**src/rtl/bus_pkg.sv**
```systemverilog
// Shared definitions for the bus arbiter: default sizing, FSM state
// encoding and the one-hot to index conversion used to drive the owner mux.
package bus_pkg;

    localparam int N_MASTERS_DEF = 4;
    localparam int MAX_HOLD_DEF  = 16;
    localparam int OWNER_W_DEF   = $clog2(N_MASTERS_DEF);

    typedef enum logic {
        IDLE  = 1'b0,
        GRANT = 1'b1
    } arb_state_t;

    // Converts a one-hot vector (up to 8 masters) to its bit index.
    // The input is one-hot by construction, so OR-ing the indices of the
    // set bits yields the index without a priority chain.
    function automatic logic [2:0] onehot_to_idx(input logic [7:0] oh);
        logic [2:0] idx;
        idx = 3'd0;
        for (int i = 0; i < 8; i++) begin
            idx = idx | (oh[i] ? 3'(i) : 3'd0);
        end
        return idx;
    endfunction

endpackage

```
**src/rtl/rr_pick.sv**
```systemverilog
// Combinational round-robin picker. Among the requesters not excluded,
// the winner is the first one found when searching upward from last+1,
// wrapping to index 0.
module rr_pick
    import bus_pkg::*;
#(
    parameter int N = N_MASTERS_DEF,
    parameter int W = $clog2(N)
) (
    input  logic [N-1:0] req,
    input  logic [W-1:0] last,
    input  logic [N-1:0] exclude,
    output logic [N-1:0] winner,
    output logic         valid
);

    logic [N-1:0] cand_s;
    logic [N-1:0] hi_win_s;
    logic [N-1:0] lo_win_s;
    logic         hi_found_s;
    logic         lo_found_s;

    // Lowest candidate above last wins; otherwise the lowest candidate
    // overall, which is the wrap-around part of the search.
    always_comb begin
        cand_s     = req & ~exclude;
        hi_win_s   = '0;
        lo_win_s   = '0;
        hi_found_s = 1'b0;
        lo_found_s = 1'b0;
        for (int j = 0; j < N; j++) begin
            hi_win_s[j] = cand_s[j] && (j > int'(last)) && !hi_found_s;
            hi_found_s  = hi_found_s | hi_win_s[j];
            lo_win_s[j] = cand_s[j] && !lo_found_s;
            lo_found_s  = lo_found_s | lo_win_s[j];
        end
        winner = hi_found_s ? hi_win_s : lo_win_s;
        valid  = lo_found_s;
    end

endmodule

```
**src/rtl/bus_arbiter.sv**
```systemverilog
// Round-robin bus arbiter with a hold limit. Produces a registered one-hot
// grant, the owner index for the address/data mux, a busy flag and a
// one-cycle preemption pulse when the hold limit revokes a grant.
module bus_arbiter
    import bus_pkg::*;
#(
    parameter int N_MASTERS = N_MASTERS_DEF,
    parameter int MAX_HOLD  = MAX_HOLD_DEF,
    parameter int OWNER_W   = $clog2(N_MASTERS)
) (
    input  logic                 clk,
    input  logic                 reset,
    input  logic [N_MASTERS-1:0] req,
    output logic [N_MASTERS-1:0] grnt,
    output logic [OWNER_W-1:0]   owner,
    output logic                 busy,
    output logic                 preempt
);

    localparam logic [7:0]         HOLD_LIM = 8'(MAX_HOLD - 1);
    localparam logic [OWNER_W-1:0] LAST_RST = OWNER_W'(N_MASTERS - 1);

    arb_state_t           state_r;
    logic [OWNER_W-1:0]   last_r;
    logic [7:0]           hold_cnt_r;
    logic [N_MASTERS-1:0] grnt_r;
    logic [OWNER_W-1:0]   owner_r;
    logic                 busy_r;
    logic                 preempt_r;

    arb_state_t           state_n_s;
    logic [OWNER_W-1:0]   last_n_s;
    logic [7:0]           hold_n_s;
    logic [N_MASTERS-1:0] grnt_n_s;
    logic [OWNER_W-1:0]   owner_n_s;
    logic                 preempt_n_s;

    logic [N_MASTERS-1:0] win_s;
    logic                 win_valid_s;
    logic [OWNER_W-1:0]   win_idx_s;
    logic                 own_req_s;
    logic                 other_req_s;

    // The current owner is masked out of the search; this serves both the
    // release path (its request is low anyway) and the preemption path.
    rr_pick #(
        .N (N_MASTERS),
        .W (OWNER_W)
    ) u_rr_pick (
        .req     (req),
        .last    (last_r),
        .exclude (grnt_r),
        .winner  (win_s),
        .valid   (win_valid_s)
    );

    // Decode the winner index and classify the requests against the owner.
    always_comb begin
        win_idx_s   = OWNER_W'(onehot_to_idx(8'(win_s)));
        own_req_s   = |(req & grnt_r);
        other_req_s = |(req & ~grnt_r);
    end

    // Next-state and next-output logic for the IDLE/GRANT machine.
    always_comb begin
        state_n_s   = state_r;
        last_n_s    = last_r;
        hold_n_s    = hold_cnt_r;
        grnt_n_s    = grnt_r;
        owner_n_s   = owner_r;
        preempt_n_s = 1'b0;
        case (state_r)
            IDLE: begin
                if (win_valid_s) begin
                    state_n_s = GRANT;
                    grnt_n_s  = win_s;
                    owner_n_s = win_idx_s;
                    last_n_s  = win_idx_s;
                    hold_n_s  = 8'd0;
                end else begin
                    grnt_n_s  = '0;
                end
            end
            GRANT: begin
                if (!own_req_s) begin
                    if (win_valid_s) begin
                        grnt_n_s  = win_s;
                        owner_n_s = win_idx_s;
                        last_n_s  = win_idx_s;
                        hold_n_s  = 8'd0;
                    end else begin
                        state_n_s = IDLE;
                        grnt_n_s  = '0;
                        hold_n_s  = 8'd0;
                    end
                end else if ((hold_cnt_r == HOLD_LIM) && other_req_s) begin
                    grnt_n_s    = win_s;
                    owner_n_s   = win_idx_s;
                    last_n_s    = win_idx_s;
                    hold_n_s    = 8'd0;
                    preempt_n_s = 1'b1;
                end else if (hold_cnt_r != HOLD_LIM) begin
                    hold_n_s = hold_cnt_r + 8'd1;
                end else begin
                    // Sole requester at the limit: saturate, never wrap.
                    hold_n_s = hold_cnt_r;
                end
            end
            default: begin
                state_n_s = IDLE;
                grnt_n_s  = '0;
                hold_n_s  = 8'd0;
            end
        endcase
    end

    // State, pointer, hold counter and output registers.
    always_ff @(posedge clk) begin
        if (reset) begin
            state_r    <= IDLE;
            last_r     <= LAST_RST;
            hold_cnt_r <= 8'd0;
            grnt_r     <= '0;
            owner_r    <= '0;
            busy_r     <= 1'b0;
            preempt_r  <= 1'b0;
        end else begin
            state_r    <= state_n_s;
            last_r     <= last_n_s;
            hold_cnt_r <= hold_n_s;
            grnt_r     <= grnt_n_s;
            owner_r    <= owner_n_s;
            busy_r     <= |grnt_n_s;
            preempt_r  <= preempt_n_s;
        end
    end

    assign grnt    = grnt_r;
    assign owner   = owner_r;
    assign busy    = busy_r;
    assign preempt = preempt_r;

endmodule

```
**config.mk**
```make
export PLATFORM = sky130hd
export DESIGN_NAME = bus_arbiter
export DESIGN_NICKNAME = d
export VERILOG_FILES = /design/src/rtl/bus_pkg.sv /design/src/rtl/rr_pick.sv /design/src/rtl/bus_arbiter.sv
export SDC_FILE = /design/constraint.sdc
export NUM_CORES = 1
export LEC_CHECK = 0
export ABC_CLOCK_PERIOD_IN_PS = 3100
export BUFFER_PORTS_ARGS = -buffer_cell sky130_fd_sc_hd__buf_2
export CAP_MARGIN = 10
export CORE_MARGIN = 2
export CORE_UTILIZATION = 59
export DETAILED_ROUTE_END_ITERATION = 8
export HOLD_SLACK_MARGIN = 0.02
export MAX_ROUTING_LAYER = met4
export PLACE_DENSITY = 0.85
export SYNTH_ARGS = -nofsm -noshare
export SYNTH_HDL_FRONTEND = slang
export SYNTH_HIERARCHICAL = 1
export SYNTH_SLANG_ARGS = --single-unit
```
**constraint.sdc**
```tcl
create_clock -name clk -period 3.1 [get_ports clk]
set_input_delay 0.62 -clock clk [delete_from_list [all_inputs] [get_ports clk]]
set_output_delay 0.62 -clock clk [all_outputs]
set_load 0.01 [all_outputs]
```
==> run_results.csv, run 1 <==
group,metric,value,unit
clock_network,root_buffer,"clkbuf_4",
yosys,synthesis.area,1051,µm²
setup_path,required,3.30,ns
power_and_ir_drop,p_leak,0.0004182,µW
job,cap_violations,0,
cells_and_area,nets,143,
yosys,synth.area.top_cells,"dfxtp_1 (36%), a21oi_1 (4.8%), o21ai_0 (4.3%), nor2_1 (4.3%), xnor2_1 (3.3%)",
yosys,synth-async-reset-ratio,0,%
status,outcome,"finished, final reports clean",
timing,timing.hold.ws,0.5155,ns
clock_network,clock-sinks,19,
timing,fin_crit_sh,63.38,%
yosys,avgSynthCellArea,8.615,µm²
yosys,ys_types,43,
cells_and_area,num_antenna_cells,0,
hold_path,hp-start,"hold_cnt_r[2]",
drt,first_iter_violations,26,
clock_network,cts-hold-fix-buffers,0,
power_and_ir_drop,total_power,586.8,µW
cells_and_area,drive_gt1_share,21.48,%
timing,grt_setup_unrepaired,"false",
yosys,ys_seq_area_share,36.19,%
yosys,yosys.area.top_type,"dfxtp_1",
yosys,syn_nets,129,
timing,worst_pin_slew,0.5098,ns
power_and_ir_drop,pwr_density_cell,512.6,nW/µm²
drt,viasPerCell,5.869,
setup_path,critPathMaxFanout,10,
yosys,synthFlopType,"dfxtp_1",
place,portBuffers,13,
floorplanning,die_h,46.21,µm
setup_path,endpoint_kind,"flop",
timing,setup_violations,0,
hold_path,hold_end,"hold_cnt_r[2]",
yosys,synth_top_area_share,36.19,%
setup_path,crit_arrival,2.16,ns
timing,hold_viol_final,0,
clock_network,cts_tree,"done",
global_route,grt_overflow,0,
clock_network,numCtsBuffers,3,
setup_path,startpoint_type,"flop",
setup_path,regToRegSetupSlack,1.14,ns
cells_and_area,utilization,67.03,%
drt,drtPass1Iterations,4,
setup_path,r2r_start,"hold_cnt_r[0]",
clock_network,insertion_delay,0.30,ns
clock_network,htreeDepth,1,
drt,wire_per_inst,12.79,µm
setup_path,reg2reg_depth,6,
setup_path,criticalPathCategory,"flop to flop",
hold_path,whs_path_depth,2,
yosys,synth_edf_count,0,
timing,slew_viol_final,0,
timing,clock.fmax,509.0,MHz
floorplanning,start_util,61.54,%
place,dp_hpwl,1535,µm
drt,routed_wl,2046,µm
drt,vias,939,
global_route,grt_pass1_wl,3153,µm
floorplanning,rows,15,
floorplanning,dieArea,2135,µm²
setup_path,r2r-end,"last_r[0]",
timing,finalClockSkew,0.009710,ns
yosys,yosysWarningCount,6,
clock_network,clock_path_buffers,2,
hold_path,hp-class,"flop to flop",
cells_and_area,final_area,1145,µm²
drt,drc,0,
timing,fin_crit,1.965,ns
floorplanning,fp.dieW,46.21,µm
clock_network,cts.clk_slew.worst_paths,0.10,ns
global_route,antenna_found_initial,0,
power_and_ir_drop,max-vdd-ir-drop,0.0003693,V
floorplanning,num_io_pins,14,
floorplanning,core,1708,µm²
cells_and_area,fill_cells,153,
place,gp_congestion,0.8744,
timing,relSlewSlack,65.83,%
global_route,grt_pass1_vias,746,
timing,tns,0,ns
yosys,ys_ff_latch,19,
clock_network,postCtsSetupBuffers,0,
global_route,grt_max_degree,13,
drt,drtAntennaViolNets,0,
cells_and_area,area_delta_synth_final,8.929,%
cells_and_area,regArea,380.4,µm²
yosys,syn_inst,122,
cells_and_area,multiInputGateArea,623.1,µm²
global_route,gr-usage-all-layers,21.06,%
clock_network,ctsResizeCount,0,
place,dpl_cell_area,1119,µm²
==> metrics by stage <==
step / worst slack (ns) / instances
final: 1.135 / 160
after global routing: 0.9870 / 160
after CTS: 1.129 / 160
after detailed placement: 0.9200 / 156
after global placement: 0.9736 / 156
after floorplan: 1.152 / 122
==> synth_stat cells (all sizes together), types with 2 or more instances <==
cell type   n
a21o        2
a21oi      10
a22o        2
buf         2
clkbuf      2
dfxtp      19
inv         5
nand2       7
nand2b      7
nand3       2
nor2       12
nor2b       3
nor3        4
nor4        3
nor4b       2
o21a        2
o21ai      13
o311a       2
o32ai       2
or3         4
xnor2       4
==> placed cells by master (no fill, tap or decap), types with 2 or more instances in the layout <==
master,count
nand2_1,7
nor2_1,12
nor4_1,3
o21ai_0,9
or3_1,4
o311a_2,2
o21ai_1,2
a21oi_1,10
nor2b_1,3
dfxtp_1,19
o32ai_1,2
buf_2,13
o21a_1,2
nor3_1,3
clkbuf_4,3
inv_1,4
a21o_1,2
o21ai_2,2
nand3_1,2
nor4b_1,2
nand2b_1,4
xnor2_1,4
nand2b_4,2
==> worst max-delay path by stage <==
stage | slack [ns] | cells past startpoint | startpoint | to
after floorplan | 1.15 | 5 | req[0] | last_r[0]
after global placement | 0.97 | 6 | req[0] | last_r[0]
after detailed placement | 0.92 | 6 | req[0] | last_r[0]
after CTS | 1.13 | 6 | hold_cnt_r[0] | last_r[0]
after global routing | 0.99 | 6 | hold_cnt_r[0] | last_r[0]
final | 1.14 | 6 | hold_cnt_r[0] | last_r[0]
==> power by group <==
group	internal [µW]	switching [µW]	leakage, µW	total, µW
clock	50.1	71.9	0.0000150	122
combinational	75.8	94.1	0.000248	170
sequential	269	26.1	0.000155	295
total	395	192	0.000418	587
==> critical path, cell delays in order (launching register included) <==
cell,delay [ns]
dfxtp_1,0.38
ha_1,0.18
nand3_1,0.16
nand2b_1,0.23
nor3_2,0.46
o21ai_0,0.25
a21o_1,0.20
==> cell families (layout without fill, tap and decap cells) <==
group / after synthesis / after routing / share of synthesized area, %
AND/OR/NAND/NOR: 48 / 48 / 26.19
AO/OA/AOI/OAI: 41 / 41 / 28.57
flip-flops: 19 / 19 / 36.19
buffers and inverters: 9 / 22 / 4.521
XOR/XNOR: 4 / 4 / 3.333
adder cells (fa/ha/maj): 1 / 1 / 1.190
==> flip-flops by register name (all words and copies together) (netlist names) <==
signal and flops:
hold_cnt_r 8, preempt 1, state_r 1, grnt 4
owner 2, last_r 2, busy 1
==> routing by layer <==
metal	share of wire (%)	up-vias	GRT usage (%)	wire, µm
met3	5.5	6	5.882	113
met2	45	24	31.67	921
met4	1.7	0	8.000	35
li1	-	472	-	-
met5	0	-	-	0
met1	48	437	26.60	975
==> final cells by class <==
type	instances	share of cell area (%)
multi-input combinational	94	54.43
tap	25	2.732
clock buffer	4	2.295
sequential	19	33.22
timing repair buffer	13	5.683
inverter	5	1.639
Power figures use the tool's default switching activity.
==> run 2: changes to the inputs <==
--- a/config.mk
+++ b/config.mk
@@ -5,15 +5,15 @@
 export SDC_FILE = /design/constraint.sdc
 export NUM_CORES = 1
 export LEC_CHECK = 0
-export ABC_CLOCK_PERIOD_IN_PS = 3100
+export ABC_CLOCK_PERIOD_IN_PS = 1800
 export BUFFER_PORTS_ARGS = -buffer_cell sky130_fd_sc_hd__buf_2
 export CAP_MARGIN = 10
 export CORE_MARGIN = 2
-export CORE_UTILIZATION = 59
+export CORE_UTILIZATION = 50
 export DETAILED_ROUTE_END_ITERATION = 8
 export HOLD_SLACK_MARGIN = 0.02
 export MAX_ROUTING_LAYER = met4
-export PLACE_DENSITY = 0.85
+export PLACE_DENSITY = 0.77
 export SYNTH_ARGS = -nofsm -noshare
 export SYNTH_HDL_FRONTEND = slang
 export SYNTH_HIERARCHICAL = 1
==> constraint.sdc (replaced) <==
create_clock -name clk -period 1.8 [get_ports clk]
set_input_delay 0.36 -clock clk [delete_from_list [all_inputs] [get_ports clk]]
set_output_delay 0.36 -clock clk [all_outputs]
set_load 0.01 [all_outputs]
==> run 2 against run 1 <==
Clock-buffer cell count unchanged. Wire length up 10%. Largest cell class unchanged. Largest power group unchanged. Sequential share of layout area down 2.4 points. Hold slack worse by 0.16 ns.
==> run_results.csv, run 2 (same netlist as run 1, synthesis figures left out) <==
group,metric,value,unit
timing,fin_crit,1.713,ns
clock_network,clock_path_buffers,2,
cells_and_area,largest_register,"hold_cnt_r",
drt,drc,0,
timing,hold_viol_final,0,
hold_path,hold_end,"grnt[1]",
clock_network,clock-sinks,19,
global_route,gr-usage-all-layers,20.81,%
setup_path,endpoint_kind,"flop",
place,portBuffers,13,
timing,worst_pin_slew,0.3569,ns
setup_path,crit_arrival,1.92,ns
timing,relSlewSlack,76.04,%
clock_network,root_buffer,"clkbuf_4",
place,post-place-cells,166,
drt,wire_per_inst,13.25,µm
drt,routed_wl,2252,µm
setup_path,critPathMaxFanout,10,
setup_path,startpoint_type,"flop",
hold_path,whs_path_depth,2,
drt,first_iter_violations,29,
job,cap_violations,0,
power_and_ir_drop,power_switching,349.1,µW
clock_network,htreeDepth,1,
floorplanning,rows,16,
cells_and_area,area_delta_synth_final,17.38,%
floorplanning,core,1982,µm²
power_and_ir_drop,p_comb_share,30.4,%
power_and_ir_drop,max-vdd-ir-drop,0.0006206,V
timing,setup_violations,0,
power_and_ir_drop,swShare,33.40,%
setup_path,path_delay_family,"simple AND/OR/NAND/NOR gates",
cells_and_area,nets,151,
timing,fin_crit_sh,95.16,%
floorplanning,num_io_pins,14,
floorplanning,start_util,53.03,%
place,dp_hpwl,1717,µm
power_and_ir_drop,clkPwrFrac,20.9,%
global_route,grt_max_degree,13,
power_and_ir_drop,power_frac_seq,48.7,%
status,outcome,"finished, final reports clean",
setup_path,criticalPathCategory,"flop to flop",
cells_and_area,num_antenna_cells,0,
drt,drtPass1Iterations,4,
setup_path,crit_buf_inv,0,
cells_and_area,most-common-layout-cells,"dfxtp_1 (19), buf_2 (13), nor2_1 (12), a21oi_1 (10)",
global_route,grt_overflow,0,
clock_network,insertion_delay,0.31,ns
place,pre_cts_ws,-0.04576,ns
timing,finalClockSkew,0.01270,ns
timing,clock.fmax,583.8,MHz
timing,setup_ws,0.08711,ns
setup_path,r2r_start,"grnt[3]",
cells_and_area,layout_commonest_cell,"dfxtp_1",
power_and_ir_drop,pwr_density_cell,847.1,nW/µm²
timing,slew_viol_final,0,
setup_path,regToRegSetupSlack,0.09,ns
drt,vias,984,
drt,viasPerCell,5.788,
power_and_ir_drop,intPower,696.0,µW
floorplanning,dieArea,2485,µm²
timing,grt_setup_unrepaired,"false",
hold_path,hp-class,"input pin to flop",
cells_and_area,instances_no_fill,170,
cells_and_area,drive_gt1_share,29.37,%
setup_path,path_cells,"nand2b_4 -> nand4_1 -> and2_2 -> or3_1 -> a21o_1",
cells_and_area,utilization,62.25,%
power_and_ir_drop,p_leak,0.0004655,µW
clock_network,numCtsBuffers,3,
hold_path,hp-start,"reset",
setup_path,reg2reg_depth,5,
setup_path,r2r-end,"last_r[1]",
setup_path,cpPeakStageDelay,0.43,ns
global_route,grt_pass1_wl,3795,µm
floorplanning,die_h,49.85,µm
setup_path,slowest_stage,"dfxtp_1",
place,gp_congestion,0.8576,
global_route,antenna_found_initial,0,
clock_network,cts.clk_slew.worst_paths,0.11,ns
setup_path,required,2.01,ns
drt,drtAntennaViolNets,0,
floorplanning,fp.dieW,49.85,µm
clock_network,cts_tree,"done",
global_route,grt_pass1_vias,846,
cells_and_area,largest_reg_flops,8,
-- run 2: changes by cell type in the layout (fill, tap and decap cells not counted), sizes merged --
| cell | previous run | this run |
|---|---|---|
| buf | 13 | 21 |
-- run 2: power groups by stage --
| stage | clock network [µW] | logic, µW | registers [µW] |
|---|---|---|---|
| after floorplan | 0 | 229 | 512 |
| after global placement | 0 | 293 | 514 |
| after detailed placement | 0 | 303 | 518 |
| after CTS | 225 | 308 | 508 |
| after global routing | 242 | 353 | 518 |
| final | 218 | 317 | 509 |
-- run 2: cell type report --
type,instances,area [µm²]
Tap cell,27,33.78
Clock buffer,4,26.28
Sequential cell,19,380.4
Multi-Input combinational cell,94,649.4
Fill cell,165,748.2
Inverter,5,18.77
Timing Repair Buffer,21,125.1
-- run 2: worst register-to-register path, delay by kind of cell (launching register included) --
family / cells / cell delay, ns
AO/OA/AOI/OAI: 1 / 0.18
AND/OR/NAND/NOR: 4 / 1.00
flip-flops: 1 / 0.43
-- run 2: how the worst max path moves through the flow --
stage,start,to,slack (ns),cells past startpoint
6_report,grnt[3],last_r[1],0.09,5
5_1_grt,hold_cnt_r[0],last_r[0],0.008,7
4_1_cts,hold_cnt_r[4],last_r[1],0.02,6
3_5_place_dp,req[0],hold_cnt_r[4],-0.05,7
3_3_place_gp,req[0],hold_cnt_r[4],0.03,7
2_1_floorplan,grnt[1],last_r[0],0.09,5
-- run 2: per-stage QoR --
stage | cell area (µm²) | hold slack (ns) | power (µW) | setup TNS (ns)
3_3_place_gp | 1181 | 0.4764 | 807.4 | 0
6_report | 1234 | 0.3557 | 1045 | 0
4_1_cts | 1217 | 0.3510 | 1041 | 0
2_1_floorplan | 1051 | 0.4385 | 741.3 | 0
5_1_grt | 1234 | 0.3665 | 1113 | 0
3_5_place_dp | 1181 | 0.4912 | 821.1 | -0.1526
-- run 2: timing repair --
item                       CTS  global route
buffers inserted             0             0
setup endpoints to repair    4            15
hold buffers                 0             0
gates resized for setup      2             5
pin swaps                    0             2
-- run 2: per-layer routing --
metal,up-vias,wire length (µm),track usage [%],share of wire [%]
met1,466,1041,25.81,46
li1,489,-,-,-
met4,0,42,8.796,1.9
met5,-,0,-,0
met3,5,133,6.667,5.9
met2,24,1035,31.11,46
==> run 3: changes to the inputs <==
==> constraint.sdc (replaced) <==
create_clock -name clk -period 1.8 [get_ports clk]
set_input_delay 0.18 -clock clk [delete_from_list [all_inputs] [get_ports clk]]
set_output_delay 0.18 -clock clk [all_outputs]
set_load 0.01 [all_outputs]
==> run 3 against run 2 <==
Register-to-register slack got worse by 0.08 ns. Core utilization grew 2.2 points. Wire length rose by 8.0%. Global-route usage decreased by 1.5 points. Sequential share of layout area fell by 0.96 points.
==> run_results.csv, run 3 (same netlist as run 1, synthesis figures left out) <==
group,metric,value,unit
drt,drtAntennaViolNets,0,
cells_and_area,drive_gt1_share,31.72,%
setup_path,r2r_start,"grnt[2]",
floorplanning,num_io_pins,14,
power_and_ir_drop,swShare,34.11,%
cells_and_area,largest_register,"hold_cnt_r",
cells_and_area,largest_reg_flops,8,
timing,tns,0,ns
drt,wire_per_inst,14.14,µm
timing,setup_ws,0.005428,ns
drt,drtPass1Iterations,4,
global_route,gr-usage-all-layers,19.33,%
clock_network,cts_tree,"done",
cells_and_area,most-common-layout-cells,"dfxtp_1 (18), buf_2 (13), nor2_1 (12), a21oi_1 (10), buf_4 (9)",
power_and_ir_drop,p_comb_share,32.3,%
setup_path,endpoint,"last_r[0]",
global_route,grt_pass1_vias,831,
place,dp_hpwl,1640,µm
cells_and_area,regArea,381.6,µm²
drt,vias,1018,
power_and_ir_drop,clkPwrFrac,20.0,%
timing,timing.hold.ws,0.1820,ns
timing,fin_crit_sh,99.70,%
setup_path,r2r-end,"last_r[0]",
power_and_ir_drop,max-vdd-ir-drop,0.0007148,V
setup_path,required,2.01,ns
cells_and_area,nets,153,
clock_network,root_buffer,"clkbuf_4",
cells_and_area,fill_cells,177,
global_route,grt_pass1_wl,3588,µm
drt,viasPerCell,5.919,
timing,slew_viol_final,0,
timing,clock.fmax,557.2,MHz
cells_and_area,final_area,1277,µm²
setup_path,endpoint_kind,"flop",
global_route,grt_overflow,0,
drt,routed_wl,2432,µm
cells_and_area,num_antenna_cells,0,
setup_path,criticalPathCategory,"flop to flop",
power_and_ir_drop,intPower,707.6,µW
timing,setup_violations,0,
cells_and_area,instances_no_fill,172,
cells_and_area,layout_commonest_cell,"dfxtp_1",
clock_network,numCtsBuffers,3,
timing,fin_crit,1.795,ns
place,gp_congestion,0.8828,
drt,drc,0,
setup_path,critPathMaxFanout,5,
timing,finalClockSkew,0.003021,ns
power_and_ir_drop,power_frac_seq,47.7,%
cells_and_area,multiInputGateArea,683.2,µm²
timing,grt_setup_unrepaired,"true",
place,post-place-cells,164,
timing,hold_viol_final,0,
floorplanning,rows,16,
floorplanning,die_h,49.85,µm
clock_network,clock_path_buffers,2,
cells_and_area,area_delta_synth_final,21.55,%
setup_path,regToRegSetupSlack,0.005,ns
floorplanning,fp.dieW,49.85,µm
setup_path,reg2reg_depth,6,
place,portBuffers,13,
hold_path,hp-class,"input pin to flop",
power_and_ir_drop,power_switching,366.3,µW
setup_path,critPathLaunch,"grnt[2]",
setup_path,crit_arrival,2.00,ns
power_and_ir_drop,pwr_density_cell,840.6,nW/µm²
floorplanning,core,1982,µm²
clock_network,clock-sinks,19,
clock_network,cts.clk_slew.worst_paths,0.11,ns
drt,first_iter_violations,25,
global_route,antenna_found_initial,0,
setup_path,startpoint_type,"flop",
place,pre_cts_ws,-0.003036,ns
timing,relSlewSlack,68.43,%
timing,worst_pin_slew,0.4721,ns
place,dpl_cell_area,1166,µm²
floorplanning,start_util,53.03,%
power_and_ir_drop,p_leak,0.0004799,µW
global_route,grt_max_degree,13,
clock_network,insertion_delay,0.30,ns
floorplanning,dieArea,2485,µm²
clock_network,htreeDepth,1,
job,cap_violations,0,
status,outcome,"finished, final reports clean",
[run 3: how the worst min path moves through the flow]
stage | endpoint | slack (ns) | depth (start not counted) | startpoint
after CTS | grnt[2] | 0.17 | 2 | reset
after floorplan | preempt | 0.26 | 1 | reset
final | grnt[2] | 0.18 | 2 | reset
after detailed placement | grnt[2] | 0.50 | 2 | grnt[2]
after global placement | grnt[2] | 0.49 | 2 | grnt[2]
after global routing | grnt[2] | 0.18 | 2 | reset
[run 3: area by class of cell]
type / instances / share of cell area (%)
clock buffers: 3 / 1.763
multi-input cells: 95 / 53.48
well taps: 27 / 2.644
clock inverters: 1 / 0.3918
repair buffers: 22 / 10.38
inverters: 5 / 1.469
flip-flops and latches: 19 / 29.87
[run 3: power groups by stage]
| stage | clock network (µW) | registers [µW] | logic, µW |
|---|---|---|---|
| CTS | 221 | 508 | 311 |
| floorplan | 0 | 512 | 229 |
| detailed placement | 0 | 517 | 308 |
| finish | 215 | 512 | 347 |
| global placement | 0 | 514 | 298 |
| global route | 237 | 518 | 375 |
[run 3: worst max-delay path, cell delays in order (launching register included)]
cell	delay, ns
dfxtp_2	0.37
and2b_2	0.23
a2111oi_4	0.33
buf_4	0.19
nor3_4	0.05
or3_1	0.37
a21o_1	0.16
[run 3: routing by layer]
metal / vias up / GRT usage (%) / part of all wire, %
li1: 494 / - / -
met1: 481 / 23.24 / 46
met2: 39 / 30.44 / 47
met3: 4 / 7.273 / 6.0
met4: 0 / 5.093 / 0.99
met5: - / - / 0
[run 3: metrics by stage]
stage                     utilization, %  total power, µW
after floorplan                        -            741.3
after global placement             58.84            811.3
after detailed placement           58.84            825.5
after CTS                          60.54             1041
after global routing               64.46             1130
final                              64.46             1074
[run 3: what timing repair did]
action                                  4_1_cts  5_1_grt
resized for setup                             1       11
gates cloned                                  0        1
buffers inserted                              0        3
endpoints found under the setup margin        4       15
hold buffers                                  0        0
pin swaps                                     0        5
